[config.mk]
export PLATFORM = sky130hd
export DESIGN_NAME = uart_tx_port
export DESIGN_NICKNAME = d
export VERILOG_FILES = /design/src/rtl/uart_tx_port.sv
export SDC_FILE = /design/constraint.sdc
export NUM_CORES = 1
export LEC_CHECK = 0
export CAP_MARGIN = 20
export CORE_UTILIZATION = 25
export CTS_CLUSTER_SIZE = 24
export DETAILED_ROUTE_END_ITERATION = 10
export GPL_ROUTABILITY_DRIVEN = 0
export GPL_TIMING_DRIVEN = 0
export PLACE_DENSITY = 0.52
export SLEW_MARGIN = 20
export SYNTH_ARGS = -nofsm -noshare
export SYNTH_HDL_FRONTEND = slang
export SYNTH_SLANG_ARGS = --single-unit
export TNS_END_PERCENT = 50
[constraint.sdc]
create_clock -name clk -period 5.2 [get_ports clk]
set_input_delay 1.04 -clock clk [delete_from_list [all_inputs] [get_ports clk]]
set_output_delay 1.04 -clock clk [all_outputs]
set_load 0.1 [all_outputs]
[src/rtl/uart_tx_port.sv]
// rtl/uart_tx_port.sv - memory-mapped 8N1 UART transmitter with byte FIFO and level interrupt
module uart_tx_port #(
  parameter logic [15:0] DEFAULT_DIV = 16'd433,
  parameter int          FIFO_AW     = 2
) (
  input  logic        clk,
  input  logic        rst,
  input  logic        ce,
  input  logic        we,
  input  logic [31:0] addr,
  input  logic [3:0]  sel,
  input  logic [31:0] data_i,
  output logic [31:0] data_o,
  output logic        txd,
  output logic        tx_int
);

  localparam int CW = FIFO_AW + 1;
  localparam logic [CW-1:0] DEPTH = CW'(2 ** FIFO_AW);

  typedef enum logic [1:0] {IDLE, START, DATA, STOP} state_t;

  state_t             state;
  logic [7:0]         mem [0:2**FIFO_AW-1];
  logic [FIFO_AW-1:0] wr_ptr, rd_ptr;
  logic [CW-1:0]      count;
  logic [7:0]         shift;
  logic [15:0]        div_lat, div_cnt, bauddiv;
  logic [2:0]         bit_idx;
  logic               overflow, tx_en, int_en;
  logic               full, empty, busy, bit_end;
  logic               wr_txdata, wr_status, wr_baud, wr_ctrl;
  logic               push, push_ok, pop;
  logic               unused_bits;

  assign full      = (count == DEPTH);
  assign empty     = (count == '0);
  assign busy      = (state != IDLE);
  assign bit_end   = (div_cnt == div_lat);
  assign wr_txdata = ce & we & (addr[3:2] == 2'd0);
  assign wr_status = ce & we & (addr[3:2] == 2'd1);
  assign wr_baud   = ce & we & (addr[3:2] == 2'd2);
  assign wr_ctrl   = ce & we & (addr[3:2] == 2'd3);
  assign push      = wr_txdata & sel[0];
  assign push_ok   = push & ~full;
  // pop only at a frame boundary: from IDLE, or on the last stop-bit cycle
  assign pop       = tx_en & ~empty & ((state == IDLE) | ((state == STOP) & bit_end));
  assign unused_bits = ^{addr[31:4], addr[1:0], data_i[31:16], sel[3:2]};

  // FIFO storage; contents need no reset since count gates every read
  always_ff @(posedge clk) begin
    if (push_ok) mem[wr_ptr] <= data_i[7:0];
  end

  // FIFO pointers and occupancy; push and pop in one cycle leave count unchanged
  always_ff @(posedge clk or posedge rst) begin
    if (rst) begin
      wr_ptr <= '0;
      rd_ptr <= '0;
      count  <= '0;
    end else begin
      if (push_ok) wr_ptr <= wr_ptr + FIFO_AW'(1);
      if (pop)     rd_ptr <= rd_ptr + FIFO_AW'(1);
      case ({push_ok, pop})
        2'b10:   count <= count + CW'(1);
        2'b01:   count <= count - CW'(1);
        default: count <= count;
      endcase
    end
  end

  // software-visible registers: sticky overflow, baud divisor, control bits
  always_ff @(posedge clk or posedge rst) begin
    if (rst) begin
      overflow <= 1'b0;
      bauddiv  <= DEFAULT_DIV;
      tx_en    <= 1'b1;
      int_en   <= 1'b0;
    end else begin
      if (push & full)    overflow <= 1'b1;
      else if (wr_status) overflow <= 1'b0;
      if (wr_baud & sel[0]) bauddiv[7:0]  <= data_i[7:0];
      if (wr_baud & sel[1]) bauddiv[15:8] <= data_i[15:8];
      if (wr_ctrl & sel[0]) begin
        tx_en  <= data_i[0];
        int_en <= data_i[1];
      end
    end
  end

  // serializer: divisor latched at frame start, txd registered with the state
  always_ff @(posedge clk or posedge rst) begin
    if (rst) begin
      state   <= IDLE;
      shift   <= '0;
      div_lat <= '0;
      div_cnt <= '0;
      bit_idx <= '0;
      txd     <= 1'b1;
    end else begin
      case (state)
        IDLE: begin
          txd <= 1'b1;
          if (pop) begin
            shift   <= mem[rd_ptr];
            div_lat <= bauddiv;
            div_cnt <= '0;
            state   <= START;
            txd     <= 1'b0;
          end
        end
        START: begin
          if (bit_end) begin
            div_cnt <= '0;
            bit_idx <= '0;
            txd     <= shift[0];
            state   <= DATA;
          end else begin
            div_cnt <= div_cnt + 16'd1;
          end
        end
        DATA: begin
          if (bit_end) begin
            div_cnt <= '0;
            if (bit_idx == 3'd7) begin
              txd   <= 1'b1;
              state <= STOP;
            end else begin
              bit_idx <= bit_idx + 3'd1;
              txd     <= shift[bit_idx + 3'd1];
            end
          end else begin
            div_cnt <= div_cnt + 16'd1;
          end
        end
        STOP: begin
          if (bit_end) begin
            div_cnt <= '0;
            if (pop) begin
              shift   <= mem[rd_ptr];
              div_lat <= bauddiv;
              state   <= START;
              txd     <= 1'b0;
            end else begin
              state <= IDLE;
              txd   <= 1'b1;
            end
          end else begin
            div_cnt <= div_cnt + 16'd1;
          end
        end
        default: begin
          state <= IDLE;
          txd   <= 1'b1;
        end
      endcase
    end
  end

  // level interrupt: FIFO drained and serializer idle
  always_ff @(posedge clk or posedge rst) begin
    if (rst) tx_int <= 1'b0;
    else     tx_int <= int_en & empty & ~busy;
  end

  // combinational read mux; unselected or write cycles return zero
  always_comb begin
    data_o = '0;
    if (ce & ~we) begin
      case (addr[3:2])
        2'd1: begin
          data_o[0]        = busy;
          data_o[1]        = full;
          data_o[2]        = empty;
          data_o[3]        = overflow;
          data_o[4 +: CW]  = count;
        end
        2'd2:    data_o[15:0] = bauddiv;
        2'd3:    data_o[1:0]  = {int_en, tx_en};
        default: data_o       = '0;
      endcase
    end
  end

endmodule

==> metrics.md <==
| Metric | Value |
|---|---|
| WP data required | `4.16 ns` |
| Starting DRT DRC Count | `150` |
| Largest net degree at the start of global routing | `54` |
| Clock tree from TritonCTS | `built` |
| Setup TNS | `0 ns` |
| Register area share after synthesis | `54.4%` |
| Worst Hold Class | `reg -> reg` |
| Num CTS Buffers | `9` |
| Highest routed layer | `met4` |
| First-pass iteration count of the detailed router | `5` |
| Synth cell count leaders | `66 x dfrtp_1, 32 x edfxtp_1, 25 x mux2_2` |
| Syn Inst Count | `397` |
| Worst Skew | `0.00514 ns` |
| Worst path cell trace | `clkdlybuf4s50_1, inv_1, ha_1, clkbuf_1, clkbuf_1, a22oi_1, nor2_1, clkdlybuf4s50_1` |
| Starting Density | `25.5%` |
| Met3 Routed Length | `271 um` |
| M1 WL | `5.13 mm` |
| Met2 wire len | `5.16 mm` |
| Max-slew violation count | `0` |
| Routed vias/inst | `4.43` |
| Top area cells in the synthesized netlist | `dfrtp_1 32%, edfxtp_1 19%, mux2_2 5.5%, ha_1 4.4%, mux2_1 4.4%` |
| Tcrit/Tclk final | `96.1%` |
| Share of cells above drive strength 1 | `18.1%` |
| Worst-path clk slew | `0.07 ns` |
| Post-synth top area cell | `dfrtp_1` |
| Final instance area | `0.00630 mm^2` |
| Setup repair bufs after CTS | `0` |
| IO buf count | `41` |
| Crit path kind | `in -> out` |
| DRC viols | `0` |
| Worst skew pair latency | `0.34 ns` |
| Critical path's slowest cell | `clkdlybuf4s50_1` |
| Fin cells | `740` |
| Drt wl/cell | `14.4 um` |
| Register bit total from synthesis | `105` |
| Worst-Margin Slew | `1.02 ns` |
| Antenna viol nets, final | `0` |
| Status | `finished, final reports clean` |
| Post-synth EDFFs | `32` |
| N_diodes | `0` |
| Die W | `145 um` |
| Die area | `0.0211 mm^2` |
| Vias | `3280` |
| Post-cts resize count | `0` |
| # IOs | `106` |
| Fill cell count | `2061` |
| GR Overflow Total | `0` |
| Peak Freq | `0.200 GHz` |
| Post-CTS Hold Buffers | `0` |
| # setup viols final | `0` |
| Final worst slack | `0.203 ns` |
| Core area | `0.0202 mm^2` |
| Worst slew margin | `31.5%` |
| Max Buffers Root-to-Sink | `2` |
| Final nets | `556` |
| Slowest stage delay, CP | `1.14 ns` |
| RSZ-0062 raised after global routing | `false` |
| Area share of the largest cell type after synthesis | `32.2%` |
| Gr usage total | `10.5%` |
| Critical Path End Type | `primary output` |
| Tmin final | `5.00 ns` |
| H-tree levels | `3` |
| P_leak | `2.56 nW` |
| Yosys warnings | `0` |
| Pre-CTS WS | `0.208 ns` |
| Maxcap violations | `0` |
| Mapped Avg Cell Area | `12.9 um^2` |
| Vias in the first global route | `3259` |
| Clk sinks | `105` |
| Library cells used by synthesis | `47` |
| Post-layout total power | `0.00301 W` |
| DPL Wire Length | `7.99 mm` |
| Final WL | `10.6 mm` |
| Root buffer cell | `clkbuf_16` |
| First-pass GRT wire length | `17.5 mm` |
| Worst Setup Start Kind | `primary input` |
| Placed cells | `724` |
| Top-count cell post-synth | `dfrtp_1` |
| WP data arrival | `3.96 ns` |
| CP Max Fanout | `10` |
| Row count | `52` |
| VDD IR max | `0.000166 V` |
| Pwr Density | `477 mW/mm^2` |
| Die H | `145 um` |
| Primary FF master, synth | `dfrtp_1` |
| Mapped cell area | `0.00514 mm^2` |
| Post-DP Area | `0.00597 mm^2` |
| Initial antenna violation count | `0` |
| Asr flop ratio synth | `69.5%` |
| Layout Area Growth over Synthesis | `22.6%` |
| Final hold violations | `0` |
[cells in the final DEF (no fill, tap or decap), types with 3 or more instances in the layout]
cell and n:
mux2_2 25, mux4_2 10, o211ai_1 3, clkbuf_16 9, dfrtp_1 66, ha_1 18
inv_1 14, and3_1 14, or3_1 3, conb_1 16, o21ai_0 9, a22o_1 9
nand3_1 11, mux2i_1 3, xor2_1 3, xnor2_1 21, buf_4 17, a21oi_1 12
edfxtp_1 32, a31oi_1 9, nand2b_1 3, nand2_1 16, nand4_1 6, nor2_1 18
clkdlybuf4s50_1 41, and2_1 6, clkbuf_1 7, dfstp_2 7, mux2_1 20, a22oi_1 5
[path summary, 6_finish.rpt]
| path | endpoint | start | slack (ns) | depth (start not counted) |
|---|---|---|---|---|
| max | data_o[6] | addr[2] | 0.20 | 8 |
| min | shift[4] | shift[4] | 0.48 | 1 |
| min reg2reg | shift[4] | shift[4] | 0.48 | 1 |
| max reg2reg | count[2] | div_cnt[9] | 2.23 | 12 |
| min in group asynchronous | bit_idx[0] | rst | 1.01 | 2 |
| max in group asynchronous | bauddiv[5] | rst | 3.58 | 3 |
[routing by layer]
layer | track usage [%] | vias to the layer above
met5 | 0 | -
met4 | 3.37 | 0
met3 | 1.72 | 6
met2 | 17.1 | 59
met1 | 14.2 | 1659
li1 | - | 1556
[cell families (layout without fill, tap and decap cells)]
| kind of cell | Yosys count | count (layout) | synth area share, % |
|---|---|---|---|
| mux | 58 | 58 | 14.8 |
| flops | 105 | 105 | 54.4 |
| fa+ha+maj | 19 | 19 | 4.77 |
| xor+xnor | 24 | 24 | 4.09 |
| compound gates | 58 | 58 | 7.72 |
| other cells | 1 | 16 | 0.0730 |
| buf+inv | 46 | 104 | 5.24 |
| simple gates | 86 | 86 | 8.82 |
[state kept, by name, indices dropped and copies added (netlist names), 2 cells and up]
name,flops
mem,32
bauddiv,16
div_cnt,16
div_lat,16
shift,8
bit_idx,3
count,3
rd_ptr,2
state,2
wr_ptr,2
[critical path, delay by kind of cell]
family                     cells  cell delay [ns]
adders and majority gates      1             0.15
buffers and inverters          5             2.46
and+or+nand+nor                1             0.14
AOI/OAI and AO/OA              1             0.16
[stage by stage]
stage	utilization, %	hold slack, ns
final	31.2	0.484
after global routing	31.2	0.504
after CTS	31.2	0.490
after detailed placement	29.6	0.473
after global placement	29.5	0.468
after floorplan	-	0.452
[power breakdown]
part           leakage [nW]  internal [W]  switching, W  total, W
registers              1.20       0.00106      0.000168   0.00123
logic                  1.20      0.000482      0.000555   0.00104
clock network         0.158      0.000428      0.000311  0.000739
total                  2.56       0.00197       0.00103   0.00301
[final cells by class]
| type | instances | area (um^2) | area share, % |
|---|---|---|---|
| clock buffers | 9 | 225 | 3.58 |
| flip-flops and latches | 105 | 2800 | 44.4 |
| repair buffers | 42 | 438 | 6.95 |
| well taps | 270 | 338 | 5.36 |
| plain buffers | 31 | 213 | 3.38 |
| inverters | 15 | 58.8 | 0.934 |
| clock inverters | 7 | 101 | 1.61 |
| multi-input cells | 261 | 2130 | 33.8 |
(Power assumes the default switching activity.)
